**config.mk**
```make
export PLATFORM = sky130hd
export DESIGN_NAME = pbus_xconn
export DESIGN_NICKNAME = d
export VERILOG_FILES = /design/src/rtl/pbus_xconn.sv
export SDC_FILE = /design/constraint.sdc
export NUM_CORES = 1
export LEC_CHECK = 0
export ABC_AREA = 1
export ABC_CLOCK_PERIOD_IN_PS = 3000
export CAP_MARGIN = 10
export CELL_PAD_IN_SITES_DETAIL_PLACEMENT = 0
export CELL_PAD_IN_SITES_GLOBAL_PLACEMENT = 1
export CORE_AREA = 2 2 144 146
export CTS_CLUSTER_SIZE = 24
export DETAILED_ROUTE_END_ITERATION = 16
export DIE_AREA = 0 0 146 148
export PLACE_DENSITY = 0.89
export SYNTH_ARGS = -nofsm -noshare
export SYNTH_HDL_FRONTEND = slang
export SYNTH_SLANG_ARGS = --single-unit
```
**constraint.sdc**
```tcl
create_clock -name clk -period 3 [get_ports clk]
set_clock_uncertainty 0.2 [all_clocks]
set_input_delay 0.3 -clock clk [delete_from_list [all_inputs] [get_ports clk]]
set_output_delay 0.3 -clock clk [all_outputs]
set_load 0.01 [all_outputs]
```
**src/rtl/pbus_xconn.sv**
```systemverilog
// pbus_xconn: one peripheral-bus master fanned out to SLV_CNT slaves.
// Ports: clk, rstn (async, active low); master side m_req, m_addr,
//   m_w_rb, m_acc, m_wdata -> m_resp, m_rdata; slave side s_req,
//   s_addr, s_w_rb, s_acc, s_wdata -> s_resp, s_rdata (packed, slot
//   i = slave i); bus_fault, bus_fault_tmo, bus_fault_addr to the
//   trap logic; bus_halt forces completions to retire silently;
//   busy = a transaction is outstanding.
// Optional: define PBUS_XCONN_TMO_EN to abort a WAIT after
//   TMO_CYCLES cycles with a timeout fault.
module pbus_xconn #(
  parameter int XLEN        = 32,
  parameter int BUS_WIDTH   = 32,
  parameter int BUS_ACC_CNT = 4,
  parameter int SLV_CNT     = 5,
  parameter logic [SLV_CNT*XLEN-1:0] SLV_BASE = {
    32'h0000_0000,
    32'h0000_4000,
    32'h0000_3000,
    32'h0000_2000,
    32'h0000_1000
  },
  parameter logic [SLV_CNT*8-1:0] SLV_SPAN = {
    8'd16, 8'd8, 8'd8, 8'd8, 8'd8
  },
  parameter int TMO_CYCLES  = 255,
  parameter int TMO_W       = 8,
  localparam int ACC_W      = $clog2(BUS_ACC_CNT)
) (
  input  logic                   clk,
  input  logic                   rstn,
  input  logic                   m_req,
  input  logic [XLEN-1:0]        m_addr,
  input  logic                   m_w_rb,
  input  logic [ACC_W-1:0]       m_acc,
  input  logic [BUS_WIDTH-1:0]   m_wdata,
  output logic                   m_resp,
  output logic [BUS_WIDTH-1:0]   m_rdata,
  output logic [SLV_CNT-1:0]     s_req,
  output logic [XLEN-1:0]        s_addr,
  output logic                   s_w_rb,
  output logic [ACC_W-1:0]       s_acc,
  output logic [BUS_WIDTH-1:0]   s_wdata,
  input  logic [SLV_CNT-1:0]     s_resp,
  input  logic [SLV_CNT*BUS_WIDTH-1:0] s_rdata,
  output logic                   bus_fault,
  output logic                   bus_fault_tmo,
  output logic [XLEN-1:0]        bus_fault_addr,
  input  logic                   bus_halt,
  output logic                   busy
);

  typedef enum logic {
    IDLE = 1'b0,
    WAIT = 1'b1
  } state_t;

  state_t state_q, state_d;

  logic [SLV_CNT-1:0]   hit;
  logic [SLV_CNT-1:0]   sel;
  logic [SLV_CNT-1:0]   sel_q;
  logic [SLV_CNT-1:0]   cur_sel;
  logic [XLEN-1:0]      mask;
  logic [BUS_WIDTH-1:0] rdata_mux;
  logic [BUS_WIDTH-1:0] rdata_q;
  logic                 cap;
  logic                 done;
  logic                 unmapped;
  logic                 tmo_abort;

  assign s_addr  = m_addr;
  assign s_w_rb  = m_w_rb;
  assign s_acc   = m_acc;
  assign s_wdata = m_wdata;

  always_comb begin
    hit  = '0;
    mask = '0;
    for (int i = 0; i < SLV_CNT; i++) begin
      mask = (XLEN'(1) << SLV_SPAN[i*8 +: 8])
           - XLEN'(1);
      hit[i] = ((m_addr & ~mask)
             == SLV_BASE[i*XLEN +: XLEN]);
    end
  end

  // isolate lowest set bit: lowest index wins
  assign sel = hit & (~hit + SLV_CNT'(1));

  always_comb begin
    rdata_mux = '0;
    for (int i = 0; i < SLV_CNT; i++) begin
      rdata_mux = rdata_mux
        | ({BUS_WIDTH{cur_sel[i]}}
        & s_rdata[i*BUS_WIDTH +: BUS_WIDTH]);
    end
  end

`ifdef PBUS_XCONN_TMO_EN
  logic [TMO_W-1:0] cnt;
  logic [XLEN-1:0]  addr_q;
  logic             tmo_hit;

  assign tmo_hit = (cnt == TMO_W'(TMO_CYCLES - 1));

  always_ff @(posedge clk or negedge rstn) begin
    if (!rstn) begin
      cnt    <= '0;
      addr_q <= '0;
    end else begin
      cnt <= (state_q == WAIT) ? cnt + TMO_W'(1) : '0;
      if (cap) addr_q <= m_addr;
    end
  end

  assign bus_fault_addr = tmo_abort ? addr_q : m_addr;
`else
  logic tmo_hit;
  logic unused_tmo;

  assign tmo_hit        = 1'b0;
  assign unused_tmo     = (TMO_CYCLES > TMO_W);
  assign bus_fault_addr = m_addr;
`endif

  always_comb begin
    state_d   = state_q;
    s_req     = '0;
    cap       = 1'b0;
    done      = 1'b0;
    unmapped  = 1'b0;
    tmo_abort = 1'b0;
    cur_sel   = sel_q;
    unique case (state_q)
      IDLE: begin
        cur_sel = sel;
        if (m_req && !bus_halt) begin
          if (|hit) begin
            s_req = sel;
            cap   = 1'b1;
            if (|(s_resp & sel)) done = 1'b1;
            else state_d = WAIT;
          end else begin
            unmapped = 1'b1;
          end
        end
      end
      WAIT: begin
        if (|(s_resp & sel_q)) begin
          done    = 1'b1;
          state_d = IDLE;
        end else if (tmo_hit) begin
          tmo_abort = 1'b1;
          state_d   = IDLE;
        end
      end
      default: state_d = IDLE;
    endcase
  end

  assign m_resp        = done & ~bus_halt;
  assign m_rdata       = m_resp ? rdata_mux : rdata_q;
  assign bus_fault     = unmapped | tmo_abort;
  assign bus_fault_tmo = tmo_abort;
  assign busy          = (state_q == WAIT);

  always_ff @(posedge clk or negedge rstn) begin
    if (!rstn) begin
      state_q <= IDLE;
      sel_q   <= '0;
      rdata_q <= '0;
    end else begin
      state_q <= state_d;
      if (cap) sel_q <= sel;
      if (m_resp) rdata_q <= rdata_mux;
    end
  end

endmodule

```
# Word level (Yosys, flattened, before mapping)
# Cells that the tools add are included.
# op_classes
muxes	21
eq_ne	4
n_bitwise	16
reduce_logical	6
n_addsub	1
# ops
cell	n
$and 32x32->32	5
$or 32x32->32	4
$eq 24x6->1 const B	2
$logic_not 32->1	1
$mux 32	1
$eq 24x5->1 const B	1
$eq 24x7->1 const B	1
$mux 5	4
$and 5x5->5	3
$reduce_or 5->1	3
$mux 1	14
$add 5x1->5 const B	1
$not 5->5	1
$pmux 1 s2	2
$not 1->1	2
$and 1x1->1	1
$logic_and 1x1->1	1
$logic_not 1->1	1
# word_totals
in_bits	236
output_inout_bits	140
word_cells	51
regBits	38

# Logic depth before layout (Yosys ltp)
# logic_depth
word_depth	12
depth_mapped	14
ltp_nobuf	13

# Worst setup path before layout
# Ideal clock, no wire load.
# synth_timing
path_kind	register -> output
from	register state_q (netlist: busy)
to	output m_rdata[1]
arrival_time_ns	1.529
n_path_buf	2
setup_slack_ns	0.971
t_required_ns	2.500
path_stages_with_launch	11
path_cell_list	dfrtp_1 -> inv_4 -> or2_1 -> clkbuf_1 -> buf_2 -> nand3_1 -> nand3_1 -> nor2_1 -> nand2_1 -> nand3_1 -> nand2_1
# synth_via
elab_chain_cells	7
word_cells_on_any_way	14
classes_between	mux: 3; bitwise: 11
# synth_lines
element	line	text
start: declaration	57	state_t state_q, state_d;
start signal: assignment	173	state_q <= state_d;
$mux 5	134	unique case (state_q)
$and 32x32->32	95	& s_rdata[i*BUS_WIDTH +: BUS_WIDTH]);
$or 32x32->32 (4 in a row)	94	| ({BUS_WIDTH{cur_sel[i]}}
$mux 32 (*)	-	
end: declaration	37	output logic [BUS_WIDTH-1:0] m_rdata,
# Mark *: on every way between the ends. The rest lies on a longest branch, timed or not.

# Worst setup path in the final report
# layout_timing
from	input m_addr[18]
to	output m_rdata[9]
# layout_via
elab_chain_cells	12
word_cells_on_any_way	27
classes_between	add/sub: 1; eq/ne: 4; mux: 6; bitwise: 13; reduce/logical: 3
# layout_lines
element	line	text
start: declaration	32	input logic [XLEN-1:0] m_addr,
$eq 24x5->1, or another cell as far along	83	== SLV_BASE[i*XLEN +: XLEN]);
$not 5->5	88	assign sel = hit & (~hit + SLV_CNT'(1));
$add 5x1->5	88	
$and 5x5->5	88	
$and 5x5->5	141	if (|(s_resp & sel)) done = 1'b1;
$reduce_or 5->1	141	
$mux 1	141	
$mux 1	138	if (|hit) begin
$mux 1	137	if (m_req && !bus_halt) begin
$pmux 1 s2	134	
$and 1x1->1	161	assign m_resp = done & ~bus_halt;
$mux 32 (*)	-	
# Marks and branches as above.

==> impl_metrics.csv <==
group,metric,value,unit
status,status,"finished, violations left",
status,failed_checks,"negative hold slack",
layout,utilization,0.387,
worst_setup_path,cpMaxStageDelayCell,"clkdlybuf4s50_1",
floorplan,io_pins,376,
clock_tree,htree_levels,2,
detailed_routing,avgViaCountPerCell,4.36,
detailed_routing,drtIter0Drc,216,
yosys,yosys_warnings,0,
yosys,synth_top_area_cell,"nand3_1",
yosys,synth_top_area_frac,0.218,
layout,fill_cells,2108,
yosys,avgSynthCellArea,6.82,µm²
detailed_routing,post-route-drc-count,0,
clock_tree,ctsHoldBuffers,0,
hold_path,worstHoldPathType,"in2async",
pwr,ir_drop,141,µV
timing,relSlewSlack,0.366,
detailed_routing,wl_per_cell,16.5,µm
timing,finalHoldViolCount,38,
detailed_routing,drt-total-wl,19300,µm
timing,drv_slew,0,
clock_tree,cts_max_path_buffers,2,
timing,fin_crit_sh,0.972,
clock_tree,cts_buffers,5,
worst_setup_path,cp_num_buf_inv,4,
detailed_routing,ant_nets,0,
timing,max_freq,343,MHz
yosys,synth-seq-cells,38,
layout,areaGrowthSynthToFinish,70.8,%
global_routing,grt_pass1_vias,5128,
yosys,synth_common_cells,"nand3_1 (198), buf_4 (103), nor2_1 (76), nand2_1 (61), inv_1 (41)",
timing,setup_viol,0,
clock_tree,clk_pin_slew_worst_paths,0.06,ns
run,cap_violations,0,
clock_tree,clk_latency,0.29,ns
global_routing,antenna_found_initial,0,
clock_tree,root_buffer,"clkbuf_16",
yosys,synth_edf_count,0,
yosys,ys.flop_type,"dfrtp_1",
floorplan,initial_core_util,0.227,
pwr,power_leakage,0.00382,µW
global_routing,grt_pass1_wl,28700,µm
layout,nets,1140,
worst_setup_path,critical_path.max_stage_delay,0.42,ns
yosys,synth.most_common_cell,"nand3_1",
detailed_routing,num_vias,5128,
layout,antenna_cells,0,
worst_setup_path,path_cells,"clkdlybuf4s50_1 > nor2_1 > nand2_2 > buf_4 > nor2_4 > nand4_1 > nand2_1 > nor2_2 > nand2_2 > nand2_4 > nand2_8 > nand2_8 > buf_12 > nand2_4 > nand2_2 > dlygate4sd2_1",
timing,min_period,2.92,ns
worst_setup_path,cp-end-kind,"primary output",
floorplan,dieHeight,148,µm
timing,rsz0062_at_grt,"true",
yosys,synth_top_cells_by_area,"nand3_1 (22%), dfrtp_1 (21%), buf_4 (17%)",
timing,setup_slack,0.0849,ns
yosys,synth_cells,666,
floorplan,placementRows,52,
pwr,p_per_area,194,nW/µm²
global_routing,overflow,0,
worst_setup_path,crit_path_start,"m_addr[18]",
worst_setup_path,r2r_start,"busy",
layout,drive_above_1_share,0.257,
worst_setup_path,cp_common_cell,"nand2_2",
yosys,async_flop_share,1.00,
placed_design,dp_slack,-0.288,ns
timing,worst_slew_pin_slew,0.951,ns
worst_setup_path,cp_top_family,"simple AND/OR/NAND/NOR gates",
worst_setup_path,cp_data_required_time,2.50,ns
worst_setup_path,critPathLaunchType,"primary input",
worst_setup_path,cp_max_fo,8,
floorplan,die_w,146,µm
placed_design,numPortBuffers,280,
placed_design,gp_congestion,0.815,
placed_design,hpwlAfterDp,14900,µm
yosys,yosysSeqAreaShare,0.209,
timing,whs,-0.0386,ns
yosys,synth.net_count,902,
global_routing,grt_max_degree,39,
detailed_routing,first_pass_iters,4,
floorplan,die_area,21600,µm²
worst_setup_path,criticalPathCategory,"in2out",
yosys,yosysUniqueCellTypes,28,
clock_tree,cts_tree,"done",
floorplan,core_area,20000,µm²
clock_tree,clock-sinks,38,
yosys,syn_area,4540,µm²
worst_setup_path,worstPathArrival,2.42,ns
global_routing,grt_util_all_layers,0.169,
[cell type report]
class | count | area, µm² | area share
Multi-Input combinational cell | 446 | 2520 | 0.325
Tap cell | 270 | 338 | 0.0435
Clock buffer | 7 | 143 | 0.0184
Clock inverter | 1 | 5.00 | 0.000645
Inverter | 46 | 175 | 0.0226
Sequential cell | 38 | 951 | 0.123
Timing Repair Buffer | 367 | 3620 | 0.467
[worst register-to-register path: stages, from the launching register on]
cell and delay (ns):
dfrtp_1 0.50, inv_4 0.14, or2_1 0.26, buf_4 0.26, nand3_1 0.13, nand3_1 0.11, nor2_1 0.10, nand2_1 0.06
nand3_1 0.08, nand2_2 0.06, buf_4 0.12
[sequential cells by signal, indices dropped and copies added (netlist names)]
signal / cells
sel_q: 5
rdata_q: 32
busy: 1
[cell usage in the layout (no fill, tap or decap), drive strengths merged]
cell,count
clkinv,1
clkbuf,28
nand4,5
inv,46
clkdlybuf4s15,2
o22ai,3
or2,2
nand2,131
and3,1
clkdlybuf4s50,232
dfrtp,38
dlymetal6s2s,14
dlygate4sd2,8
nor2,99
conb,1
o2111ai,1
o21bai,1
buf,90
a221oi,1
o21ai,2
nand3,199
[final timing paths]
check | endpoint | slack [ns] | cells past startpoint
min | rdata_q[24] | -0.04 | 1
min in group clk | rdata_q[1] | 0.27 | 2
min reg2reg | rdata_q[1] | 0.27 | 2
max in group asynchronous | sel_q[1] | 2.05 | 1
max reg2reg | rdata_q[5] | 0.88 | 10
max | m_rdata[9] | 0.08 | 16
[kinds of logic after synthesis]
kind of cell,share of synthesized area
and+or+nand+nor,0.520
buffers and inverters,0.258
DFF,0.209
other,0.000826
AOI/OAI and AO/OA,0.0118
[per-layer routing]
layer / track usage / part of all wire
met2: 0.292 / 0.49
met3: 0.0432 / 0.075
met1: 0.208 / 0.41
met5: 0 / 0
met4: 0.0539 / 0.027
[through the flow]
stage | instance area, µm² | TNS (ns) | total power [µW] | std cells
after floorplan | 4540 | 0 | 694 | 666
after global placement | 7440 | -7.29 | 960 | 1150
after detailed placement | 7440 | -7.97 | 961 | 1150
after CTS | 7650 | -0.560 | 1530 | 1163
after global routing | 7760 | -0.252 | 1580 | 1175
final | 7760 | 0 | 1510 | 1175
[power breakdown]
part	internal [µW]	total, µW	switching, µW
Combinational	307	443	136
Sequential	513	513	0.00786
Clock	330	550	220
[repair_timing]
item / in CTS / in global routing
resized for setup: 51 / 72
endpoints found under the setup margin: 33 / 33
cloned: 1 / 2
endpoints found under the hold margin: 0 / 0
pin swaps: 3 / 18
setup buffers: 4 / 10
No activity file was read; power rests on OpenSTA's default activity.
